### src/rtl/coms_pkg.sv
// rtl/coms_pkg.sv - constants and CRC shared by both ends of the motorboard status link
package coms_pkg;

  localparam logic [31:0] MAGICNUMBER  = 32'hDABBAD00;
  localparam int          FRAME_LENGTH = 8;
  localparam logic [15:0] CRC_INIT     = 16'hFFFF;
  localparam logic [15:0] CRC_POLY     = 16'h8005;

  // Bit-serial CRC over 48 bits, data[47] shifted in first.
  function automatic logic [15:0] nextCRC16(input logic [47:0] data, input logic [15:0] crc);
    logic [15:0] c;
    logic        fb;
    c = crc;
    for (int i = 47; i >= 0; i--) begin
      fb = c[15] ^ data[i];
      c  = {c[14:0], 1'b0};
      if (fb) c = c ^ CRC_POLY;
    end
    return c;
  endfunction

  function automatic logic [7:0] magic_byte(input logic [1:0] idx);
    logic [7:0] b;
    case (idx)
      2'd0:    b = MAGICNUMBER[31:24];
      2'd1:    b = MAGICNUMBER[23:16];
      2'd2:    b = MAGICNUMBER[15:8];
      default: b = MAGICNUMBER[7:0];
    endcase
    return b;
  endfunction

endpackage

### src/rtl/crc16_48.sv
// rtl/crc16_48.sv - combinational CRC-16 (x^16+x^15+x^2+1) over one 48-bit word
module crc16_48
  import coms_pkg::*;
(
  input  logic [47:0] data,
  output logic [15:0] crc
);

  assign crc = nextCRC16(data, CRC_INIT);

endmodule

### src/rtl/coms_frame_rx.sv
// rtl/coms_frame_rx.sv - status link frame decoder: magic hunt, collect, CRC check
module coms_frame_rx
  import coms_pkg::*;
#(
  parameter int TIMEOUT_CYCLES = 2000
) (
  input  logic        CLK,
  input  logic        rst_n,
  input  logic [7:0]  rx_data,
  input  logic        rx_valid,
  output logic [15:0] payload,
  output logic        frame_valid,
  output logic [7:0]  crc_err_cnt,
  output logic [7:0]  timeout_cnt,
  output logic        busy
);

  typedef enum logic [1:0] {HUNT, COLLECT, CHECK} state_t;

  localparam int              IDLE_W    = $clog2(TIMEOUT_CYCLES + 1);
  localparam logic [IDLE_W-1:0] IDLE_LAST = IDLE_W'(TIMEOUT_CYCLES - 1);
  localparam logic [2:0]      LAST_IDX  = 3'(FRAME_LENGTH - 1);

  state_t            state, state_next;
  logic [1:0]        match_idx;
  logic [2:0]        byte_idx;
  logic [IDLE_W-1:0] idle_cnt;
  logic [7:0]        pay_hi, pay_lo, crc_hi, crc_lo;
  logic              chk_pass, chk_fail;
  logic [15:0]       crc_calc;
  logic              idle_active, timeout_hit, magic_hit, magic_done, hunting;

  crc16_48 u_crc (
    .data ({pay_lo, pay_hi, MAGICNUMBER[7:0], MAGICNUMBER[15:8],
            MAGICNUMBER[23:16], MAGICNUMBER[31:24]}),
    .crc  (crc_calc)
  );

  // CHECK also hunts, so a byte arriving right after a frame is never lost.
  assign hunting     = (state != COLLECT);
  assign magic_hit   = (rx_data == magic_byte(match_idx));
  assign magic_done  = rx_valid && hunting && magic_hit && (match_idx == 2'd3);
  assign idle_active = (match_idx != 2'd0) || (state == COLLECT);
  assign timeout_hit = idle_active && !rx_valid && (idle_cnt == IDLE_LAST);

  always_ff @(posedge CLK or negedge rst_n) begin
    if (!rst_n) state <= HUNT;
    else        state <= state_next;
  end

  always_comb begin
    state_next = state;
    if (timeout_hit) begin
      state_next = HUNT;
    end else begin
      case (state)
        HUNT:    if (magic_done) state_next = COLLECT;
        COLLECT: if (rx_valid && byte_idx == LAST_IDX) state_next = CHECK;
        default: state_next = HUNT;
      endcase
    end
  end

  always_comb begin
    busy = (state != HUNT) || (match_idx != 2'd0);
  end

  always_ff @(posedge CLK or negedge rst_n) begin
    if (!rst_n) begin
      match_idx   <= 2'd0;
      byte_idx    <= 3'd0;
      idle_cnt    <= '0;
      pay_hi      <= 8'h00;
      pay_lo      <= 8'h00;
      crc_hi      <= 8'h00;
      crc_lo      <= 8'h00;
      chk_pass    <= 1'b0;
      chk_fail    <= 1'b0;
      payload     <= 16'h0000;
      frame_valid <= 1'b0;
      crc_err_cnt <= 8'h00;
      timeout_cnt <= 8'h00;
    end else begin
      // match_idx wraps to 0 on the fourth magic byte as COLLECT takes over.
      if (timeout_hit) begin
        match_idx <= 2'd0;
      end else if (rx_valid && hunting) begin
        if (magic_hit) match_idx <= match_idx + 2'd1;
        else           match_idx <= (rx_data == MAGICNUMBER[31:24]) ? 2'd1 : 2'd0;
      end

      if (magic_done) begin
        byte_idx <= 3'd4;
      end else if (rx_valid && state == COLLECT) begin
        byte_idx <= byte_idx + 3'd1;
        case (byte_idx)
          3'd4:    pay_hi <= rx_data;
          3'd5:    pay_lo <= rx_data;
          3'd6:    crc_hi <= rx_data;
          default: crc_lo <= rx_data;
        endcase
      end

      if (rx_valid || !idle_active || timeout_hit) idle_cnt <= '0;
      else                                         idle_cnt <= idle_cnt + IDLE_W'(1);

      chk_pass    <= (state == CHECK) && (crc_calc == {crc_hi, crc_lo});
      chk_fail    <= (state == CHECK) && (crc_calc != {crc_hi, crc_lo});
      frame_valid <= chk_pass;
      if (chk_pass) payload <= {pay_hi, pay_lo};
      if (chk_fail && crc_err_cnt != 8'hFF) crc_err_cnt <= crc_err_cnt + 8'd1;
      if (timeout_hit && timeout_cnt != 8'hFF) timeout_cnt <= timeout_cnt + 8'd1;
    end
  end

endmodule

### config.mk
export PLATFORM = sky130hd
export DESIGN_NAME = coms_frame_rx
export DESIGN_NICKNAME = d
export VERILOG_FILES = /design/src/rtl/coms_pkg.sv /design/src/rtl/crc16_48.sv /design/src/rtl/coms_frame_rx.sv
export SDC_FILE = /design/constraint.sdc
export NUM_CORES = 1
export LEC_CHECK = 0
export ABC_AREA = 1
export CORE_MARGIN = 3
export CORE_UTILIZATION = 40
export DETAILED_ROUTE_END_ITERATION = 10
export PLACE_DENSITY_LB_ADDON = 0.05
export SKIP_LAST_GASP = 1
export SLEW_MARGIN = 40
export SYNTH_ARGS = -nofsm -noshare
export SYNTH_HDL_FRONTEND = slang
export SYNTH_SLANG_ARGS = --single-unit
### constraint.sdc
create_clock -name CLK -period 5.4 [get_ports CLK]
set_clock_uncertainty 0.15 [all_clocks]
set_input_delay 0.54 -clock CLK [delete_from_list [all_inputs] [get_ports CLK]]
set_output_delay 0.54 -clock CLK [all_outputs]
set_load 0.01 [all_outputs]
==> results of run 1 <==
-- metal layers --
metal	routed length (um)	part of all wire, %	track usage, %	up-vias
li1	-	-	-	2083
met1	5620	48	25.7	1911
met2	5420	47	29.4	67
met3	402	3.5	3.26	11
met4	165	1.4	5.81	0
met5	0	0	0	-
-- state kept, by name, summed over array words and instances (netlist names) --
register     flops
state            2
payload         16
byte_idx         3
chk_fail         1
crc_lo           8
crc_hi           8
idle_cnt        11
pay_lo           8
crc_err_cnt      8
match_idx        2
timeout_cnt      8
frame_valid      1
pay_hi           8
chk_pass         1
-- final cells by class --
cell class / count / area (um2)
timing repair buffer: 49 / 484
tap: 143 / 179
clock inverter: 4 / 48.8
sequential: 85 / 2130
clock buffer: 12 / 246
multi-input combinational: 446 / 2390
inverter: 81 / 307
fill: 1190 / 5920
-- worst register-to-register path, delay by kind of cell (launching register included) --
family	cells	cell delay [ps]
flip-flops	1	420
AND/OR/NAND/NOR	20	1720
buffers and inverters	4	270
-- worst paths after layout --
check,from,to,slack (ps),cells after the start
min reg2reg,idle_cnt[0],idle_cnt[0],310,1
min,idle_cnt[0],idle_cnt[0],310,1
max reg2reg,pay_hi[4],chk_fail,2760,24
max in group asynchronous,rst_n,byte_idx[0],3870,3
min in group asynchronous,rst_n,crc_err_cnt[3],380,2
max,pay_hi[4],chk_fail,2760,24
-- logic make-up after synthesis --
| family | synth area share [%] |
|---|---|
| and+or+nand+nor | 27.0 |
| buffers and inverters | 7.94 |
| DFF | 43.4 |
| AOI/OAI and AO/OA | 8.30 |
| xor gates and xnor gates | 9.12 |
| adders and majority gates | 3.06 |
| muxes | 1.15 |
-- layout by cell type (no fill, tap or decap), types with 3 or more instances in the layout --
cell / count
nand3_1: 43
dfrtp_1: 84
a21oi_1: 31
nand3b_1: 3
nand2_2: 14
clkbuf_16: 9
nor3_1: 12
nor3b_1: 6
inv_1: 66
buf_4: 4
mux2_2: 5
o21ai_0: 30
nand4_1: 3
inv_2: 13
ha_1: 12
xor2_1: 33
xnor2_1: 18
clkdlybuf4s50_1: 43
nand2_1: 160
nor2_1: 54
-- cells in the mapped netlist (all sizes together) (2+ instances only) --
master / count
a21oi: 31
a31oi: 2
buf: 5
clkbuf: 13
dfrtp: 85
ha: 12
inv: 80
mux2: 5
nand2: 175
nand3: 45
nand3b: 3
nand4: 3
nor2: 56
nor3: 12
nor3b: 6
nor4: 2
o2111ai: 2
o211ai: 2
o21ai: 31
o41ai: 2
xnor2: 18
xor2: 33
-- per-stage QoR --
stage,cells,hold WS [ps],setup WS [ps]
detailed placement,803,182,2570
global route,820,339,2460
CTS,820,316,2790
floorplan,630,94.4,3230
finish,820,311,2760
global placement,803,176,2670
-- power breakdown --
part / internal (uW) / leakage [uW] / total [uW] / switching, uW
Sequential: 784 / 0.00110 / 968 / 184
Combinational: 781 / 0.00157 / 2150 / 1370
Clock: 371 / 0.000147 / 620 / 249
Total: 1940 / 0.00281 / 3730 / 1800
-- timing repair --
item | in CTS | in global routing
setup buffers | 0 | 0
endpoints found under the hold margin | 2 | 0
hold buffers | 1 | 0
==> metrics.md, run 1 <==
| Metric | Value |
|---|---|
| Status | `complete, no violations` |
| DRC viols | `0` |
| First-pass GRT wire length | `between 15 and 20 mm` |
| Crit path max-delay family | `simple AND/OR/NAND/NOR gates` |
| Synth-to-Final Area Change | `18.1%` |
| #FFs+latches synth | `85` |
| Crit Path Max Fanout | `4` |
| Synth Cell Area | `about 5000 um2` |
| Post-Syn Nets | `between 600 and 700` |
| FP Rows | `39` |
| Hold Path Class | `flop to flop` |
| Rel. slew slack | `55.1%` |
| Overall power | `3730 uW` |
| CP Launch Type | `flop` |
| Routed WL | `11.6 mm` |
| Syn. warnings | `0` |
| Layout cell share with drive strength beyond 1 | `under 10%` |
| Sequential-to-total area share from yosys stat | `approximately 43%` |
| Num Clock Sinks | `85` |
| Max_cap viols | `0` |
| Leading post-synthesis cells by cell area | `dfrtp_1 (43%), nand2_1 (12%), xor2_1 (5.9%), inv_1 (5.1%), nand3_1 (4.4%)` |
| Syn avg cell area | `7.78 um2` |
| H-tree levels | `3` |
| Routed len/inst | `14.2 um` |
| Root buf cell | `clkbuf_16` |
| Layout Utilization | `49.4%` |
| Cell accounting for the most synthesized area | `dfrtp_1` |
| Most frequent CP cell | `nand2_1` |
| GRT Total Usage | `between 10% and 20%` |
| Final Instance Area | `a little under 6000 um2` |
| Drt first pass iters | `4` |
| Fin crit period | `2640 ps` |
| Worst-Margin Slew | `674 ps` |
| Synth Flop Type | `dfrtp_1` |
| Crit. End Element | `flop` |
| Fmax | `around 0.38 GHz` |
| DR vias/cell | `4.97` |
| Gpl congestion | `0.892` |
| GRT overflow | `0` |
| Post-CTS Resized | `0` |
| Final hold vios | `0` |
| Chip Height | `117 um` |
| Vias in the first global route | `3917` |
| IO Pins | `45` |
| CP Data Required Time | `5490 ps` |
| EDFF count, synth | `0` |
| Die area | `about 14000 um2` |
| Slew Viols, Final | `0` |
| Slowest cell on crit path | `dfrtp_1` |
| Final Setup Violations | `0` |
| Critical path cell sequence | `inv_1 > nand2_1 > nand2_1 > nand2_1 > nand2_1 > nand2_1 > nand2_1 > nand2_1 > nand2_1 > inv_1 > nand2_1 > nand2_1 > nand2_1 > nand2_2 > inv_2 > nand2_4 > nand2_2 > nand2_1 > nand3_1 > nand2_1 > nor2_2 > nand3_2 > nand2_1 > inv_1` |
| Initial antenna violation count | `0` |
| Critical path class | `flop to flop` |
| Total Negative Setup Slacks | `0 ps` |
| Placement Cell Area | `5480 um2` |
| CP arrival | `2730 ps` |
| Distinct cells, synth | `38` |
| DRT antenna net count | `0` |
| Top cell type's share of synthesized area | `43.4%` |
| Buf+Inv Stages, Crit Path | `4` |
| Via Count | `about 4000` |
| Asr flop ratio synth | `between 90% and 100%` |
| Mapped Cells | `between 600 and 700` |
| Clock Latency Late Sink | `340 ps` |
| DR iter-0 viols | `210` |
| # diodes | `0` |
| Post-DP HPWL | `8.78 mm` |
| CTS tree | `yes` |
| Largest net degree at the start of global routing | `84` |
| Die Wd | `117 um` |
| Clock buffer depth | `2` |
| Clock slew at reported path FFs | `60 ps` |
| I/O Buffers | `44` |
| Core Box Area | `11700 um2` |
| Pwr Density | `645 nW/um2` |
| Num CTS Buffers | `9` |
| Max rail drop VDD | `about 0.00027 V` |
| Max incr delay on CP | `approximately 420 ps` |
| Final period utilization | `48.9%` |
| P_leak | `0.00281 uW` |
| RSZ-0062 raised after global routing | `no` |
| Final #Nets | `695` |
| Initial Util | `a little over two fifths` |
(Power assumes the default switching activity.)
==> run 2, diff against run 1 <==
Clock period 5.4 ns to 2.6 ns, I/O delays scaled along.
==> metrics.md, run 2 (synthesis results as in run 1) <==
| Metric | Value |
|---|---|
| First-pass GRT wire length | `21.1 mm` |
| FP Rows | `39` |
| Final Instance Area | `6260 um2` |
| Final hold vios | `0` |
| Final Setup Violations | `0` |
| Fillers | `between 1000 and 1500` |
| Largest net degree at the start of global routing | `48` |
| Die area | `roughly 14000 um2` |
| RSZ-0062 raised after global routing | `yes` |
| DRT antenna net count | `0` |
| Core Box Area | `approximately 12000 um2` |
| Num Clock Sinks | `85` |
| P_leak | `0.00304 uW` |
| Crit. End Element | `flop` |
| Clock slew at reported path FFs | `70 ps` |
| Num CTS Buffers | `9` |
| CP Launch Type | `flop` |
| Synth-to-Final Area Change | `27.9%` |
| Largest Register | `payload` |
| Status | `complete, no violations` |
| Critical path origin | `pay_lo[4]` |
| Worst-Margin Slew | `around 550 ps` |
| Drt first pass iters | `4` |
| Gpl congestion | `between 0.9 and 1` |
| Reg power frac | `22.8%` |
| Multi-input logic area | `2480 um2` |
| Via Count | `4285` |
| DR vias/cell | `~5.0` |
| Buf+Inv Stages, Crit Path | `3` |
| CP Data Required Time | `roughly 2700 ps` |
| H-tree levels | `3` |
| Max incr delay on CP | `440 ps` |
| Post-DP HPWL | `9.44 mm` |
| Slowest cell on crit path | `dfrtp_2` |
| Switching power | `4150 uW` |
| IO Pins | `45` |
| Root buf cell | `clkbuf_16` |
| Rel. slew slack | `63.2%` |
| R2r setup slk | `130 ps` |
| Fmax | `~0.4 GHz` |
| Worst hold slack | `296 ps` |
| CP arrival | `2560 ps` |
| Fin crit period | `2470 ps` |
| Routed len/inst | `14.8 um` |
| Max rail drop VDD | `0.000563 V` |
| Clock Latency Late Sink | `340 ps` |
| Max_cap viols | `0` |
| I/O Buffers | `between 40 and 50` |
| Chip Height | `117 um` |
| Final period utilization | `95.1%` |
| Pint | `~4600 uW` |
| GRT Total Usage | `20.1%` |
| GR peak layer | `met2` |
| Die Wd | `around 120 um` |
| GR met1 Demand/Resource | `27.2%` |
| # diodes | `0` |
| Commonest non-fill, non-tap cell in the layout | `nand2_1` |
| Clock buffer depth | `2` |
| Routed WL | `12.7 mm` |
| Layout Utilization | `between 50 and 60%` |
| Total Negative Setup Slacks | `0 ps` |
| Worst R2R Start | `pay_lo[4]` |
| Met3 Usage GRT | `3.37%` |
| DR iter-0 viols | `211` |
| Layout cell share with drive strength beyond 1 | `about 20%` |
| Crit path max-delay family | `XOR/XNOR gates` |
| Vias in the first global route | `4238` |
| GRT overflow | `0` |
| Most frequent cells in the layout | `nand2_1 (139), dfrtp_1 (71), inv_1 (61), nor2_1 (55), buf_4 (44)` |
| Final #Nets | `737` |
| Critical path cell sequence | `buf_4 > xnor2_1 > xor2_1 > xor2_1 > xor2_1 > inv_1 > nand3_1 > nand3_1 > nand3_1 > nand3_2 > nand2_1 > inv_1` |
| Largest regs | `payload: 16 flops, idle_cnt: 11 flops` |
| FF+latch area | `2140 um2` |
| Comb pwr share | `61.9%` |
| Placement Cell Area | `5580 um2` |
| Worst setup margin | `127 ps` |
| DP Worst Slack | `about 21 ps` |
| Critical path class | `flop to flop` |
| Largest register FFs | `16` |
| Grt met2 use | `approximately a third` |
| Pwr Density | `1390 nW/um2` |
| Switching Fraction | `47.5%` |
| CTS tree | `yes` |
| DRC viols | `0` |
| Clock power frac | `roughly 15%` |
| Hold Path Class | `input pin to asynchronous set/reset pin` |
| Initial antenna violation count | `0` |
| Initial Util | `41.8%` |
| Crit Path Max Fanout | `5` |
| Slew Viols, Final | `0` |
## run 2: layer usage
layer  wire length [um]  share of wire [%]
met1               5860                 46
met5                  0                  0
met3                513                4.0
met4                237                1.9
met2               6110                 48
## run 2: worst paths after layout
check,to,depth (start not counted)
max in group asynchronous,match_idx[1],3
min in group CLK,idle_cnt[0],1
setup reg to reg,chk_fail,12
setup / recovery,chk_fail,12
hold / removal,crc_err_cnt[3],2
hold reg to reg,idle_cnt[0],1
## run 2: cell type report
| class | count | area share (%) |
|---|---|---|
| Tap cell | 143 | 2.86 |
| Multi-Input combinational cell | 446 | 39.6 |
| Clock buffer | 11 | 4.03 |
| Inverter | 81 | 5.05 |
| Sequential cell | 85 | 34.2 |
| Timing Repair Buffer | 91 | 13.3 |
| Clock inverter | 5 | 0.939 |
## run 2: metrics by stage
stage	total power, uW	cells
final	8720	862
after detailed placement	6620	815
after global routing	9550	862
after floorplan	5610	630
after CTS	7970	832
after global placement	6460	815
## run 2: what timing repair did
action	CTS	global route
gates resized for setup	0	52
hold buffers	1	0
setup endpoints to repair	0	4
endpoints found under the hold margin	38	0
buffers inserted	0	30
## run 2: power by group through the flow
stage               clock network [uW]  registers, uW  logic (uW)
floorplan                            0           1870        3740
global placement                     0           2020        4440
detailed placement                   0           2030        4590
CTS                               1360           2000        4610
global route                      1430           2040        6090
finish                            1330           1990        5400
==> run 3, diff against run 2 <==
Settings changed: CORE_UTILIZATION 40 to 58, MAX_ROUTING_LAYER from default to met4.
==> metrics.md, run 3 (synthesis results as in run 1) <==
| Metric | Value |
|---|---|
| Status | `finished, violations left` |
| Violated checks | `negative setup slack` |
| Post-DP HPWL | `roughly 8.9 mm` |
| Max incr delay on CP | `approximately 460 ps` |
| Worst-Margin Slew | `590 ps` |
| Largest Register | `payload` |
| Core Box Area | `between 7000 and 8000 um2` |
| Commonest non-fill, non-tap cell in the layout | `nand2_1` |
| Fmax | `0.378 GHz` |
| Largest net degree at the start of global routing | `45` |
| Layout cell share with drive strength beyond 1 | `21.6%` |
| Largest regs | `payload: 16 flops, idle_cnt: 11 flops` |
| Die area | `9590 um2` |
| Final period utilization | `102%` |
| RSZ-0062 raised after global routing | `yes` |
| Gpl congestion | `0.957` |
| DR vias/cell | `roughly 5.4` |
| Root buf cell | `clkbuf_8` |
| Slew Viols, Final | `0` |
| Critical path cell sequence | `buf_12 > xnor2_1 > xor2_1 > xor2_2 > buf_4 > xor2_4 > buf_4 > nand2_4 > nand3_2 > nand2_1 > nor2_2 > nand3_2 > nand2_1 > inv_1` |
| DRC viols | `0` |
| Rel. slew slack | `about three fifths` |
| Routed WL | `12.6 mm` |
| CP Data Required Time | `2700 ps` |
| Crit Path Max Fanout | `4` |
| Final Instance Area | `6190 um2` |
| Crit. End Element | `flop` |
| Via Count | `4405` |
| Most frequent cells in the layout | `nand2_1 (133), dfrtp_1 (72), inv_1 (63), nor2_1 (55), buf_4 (44)` |
| Fin crit period | `~2600 ps` |
| Num CTS Buffers | `9` |
| Routed len/inst | `between 15 and 20 um` |
| H-tree levels | `3` |
| First-pass GRT wire length | `20.0 mm` |
| Chip Height | `97.9 um` |
| GRT overflow | `0` |
| Largest register FFs | `16` |
| Slowest cell on crit path | `dfrtp_2` |
| DR iter-0 viols | `~320` |
| Placement Cell Area | `5530 um2` |
| Clock slew at reported path FFs | `100 ps` |
| DP Worst Slack | `18.5 ps` |
| CP arrival | `2740 ps` |
| Critical path class | `flop to flop` |
| Final hold vios | `0` |
| GRT Total Usage | `around a quarter` |
| CTS tree | `yes` |
| Num Clock Sinks | `85` |
| Final #Nets | `736` |
| IO Pins | `45` |
| DRT antenna net count | `0` |
| Clock buffer depth | `2` |
| # diodes | `0` |
| Worst setup margin | `-44.4 ps` |
| FP Rows | `32` |
| Final Setup Violations | `2` |
| Vias in the first global route | `4274` |
| CP Launch Type | `flop` |
| Synth-to-Final Area Change | `26.3%` |
| Max_cap viols | `0` |
| Die Wd | `about 100 um` |
| Number of instances in the placed design | `between 700 and 800` |
| I/O Buffers | `44` |
| Clock Latency Late Sink | `360 ps` |
| Non-Filler Instances | `820` |
| Hold Path Class | `input pin to asynchronous set/reset pin` |
| Drt first pass iters | `4` |
| Initial antenna violation count | `0` |
| Initial Util | `61.5%` |
## run 3: cell types whose count changed in the layout (fill, tap and decap cells not counted), moves of 6 or more
cell / previous run / this run
clkbuf_16: 9 / 0
clkbuf_8: 2 / 10
nand2_1: 139 / 133
nand2_4: 4 / 10
nand3_1: 42 / 36
nand3_2: 3 / 9
## run 3: final timing paths
| path | start | depth (start not counted) | slack, ps | endpoint |
|---|---|---|---|---|
| max | pay_lo[4] | 14 | -40 | chk_fail |
| min | rst_n | 2 | 300 | payload[8] |
| max reg2reg | pay_lo[4] | 14 | -40 | chk_fail |
| min reg2reg | idle_cnt[0] | 1 | 330 | idle_cnt[0] |
| max in group asynchronous | rst_n | 3 | 1350 | crc_hi[6] |
| min in group CLK | idle_cnt[0] | 1 | 330 | idle_cnt[0] |
## run 3: area by class of cell
class,count,area (um2)
clock buffers,10,138
clock inverters,6,70.1
fillers,583,1780
inverters,81,319
multi-input cells,446,2580
flip-flops and latches,85,2140
well taps,102,128
repair buffers,90,811
## run 3: layer usage
layer	global-route usage, %	part of all wire, %	vias to the layer above
li1	-	-	2166
met1	33.6	41	2079
met2	43.6	51	134
met3	3.07	4.9	26
met4	9.37	2.8	0
met5	-	0	-
## run 3: worst max-delay path, delay by kind of cell, from the launching register on
kind                      cells  cell delay (ps)
xor gates and xnor gates      4              920
buffers and inverters         4              550
DFF                           1              460
and+or+nand+nor               6              460
## run 3: stage by stage
| stage | setup TNS (ps) | hold slack [ps] | util, % |
|---|---|---|---|
| after floorplan | 0 | -186 | - |
| after global placement | 0 | 151 | 69.4 |
| after detailed placement | 0 | 152 | 69.4 |
| after CTS | 0 | 306 | 72.1 |
| after global routing | -305 | 347 | 77.6 |
| final | -45.6 | 304 | 77.6 |
## run 3: timing repair
| action | 4_1_cts | 5_1_grt |
|---|---|---|
| resized for setup | 0 | 73 |
| hold buffers | 1 | 0 |
| hold endpoints to repair | 42 | 0 |
| setup endpoints to repair | 0 | 4 |
| buffers inserted | 0 | 27 |
Power of run 3 is left out: the tool's default activity adds up to more than one toggle a clock period on the data nets, which glitch-free logic cannot reach.
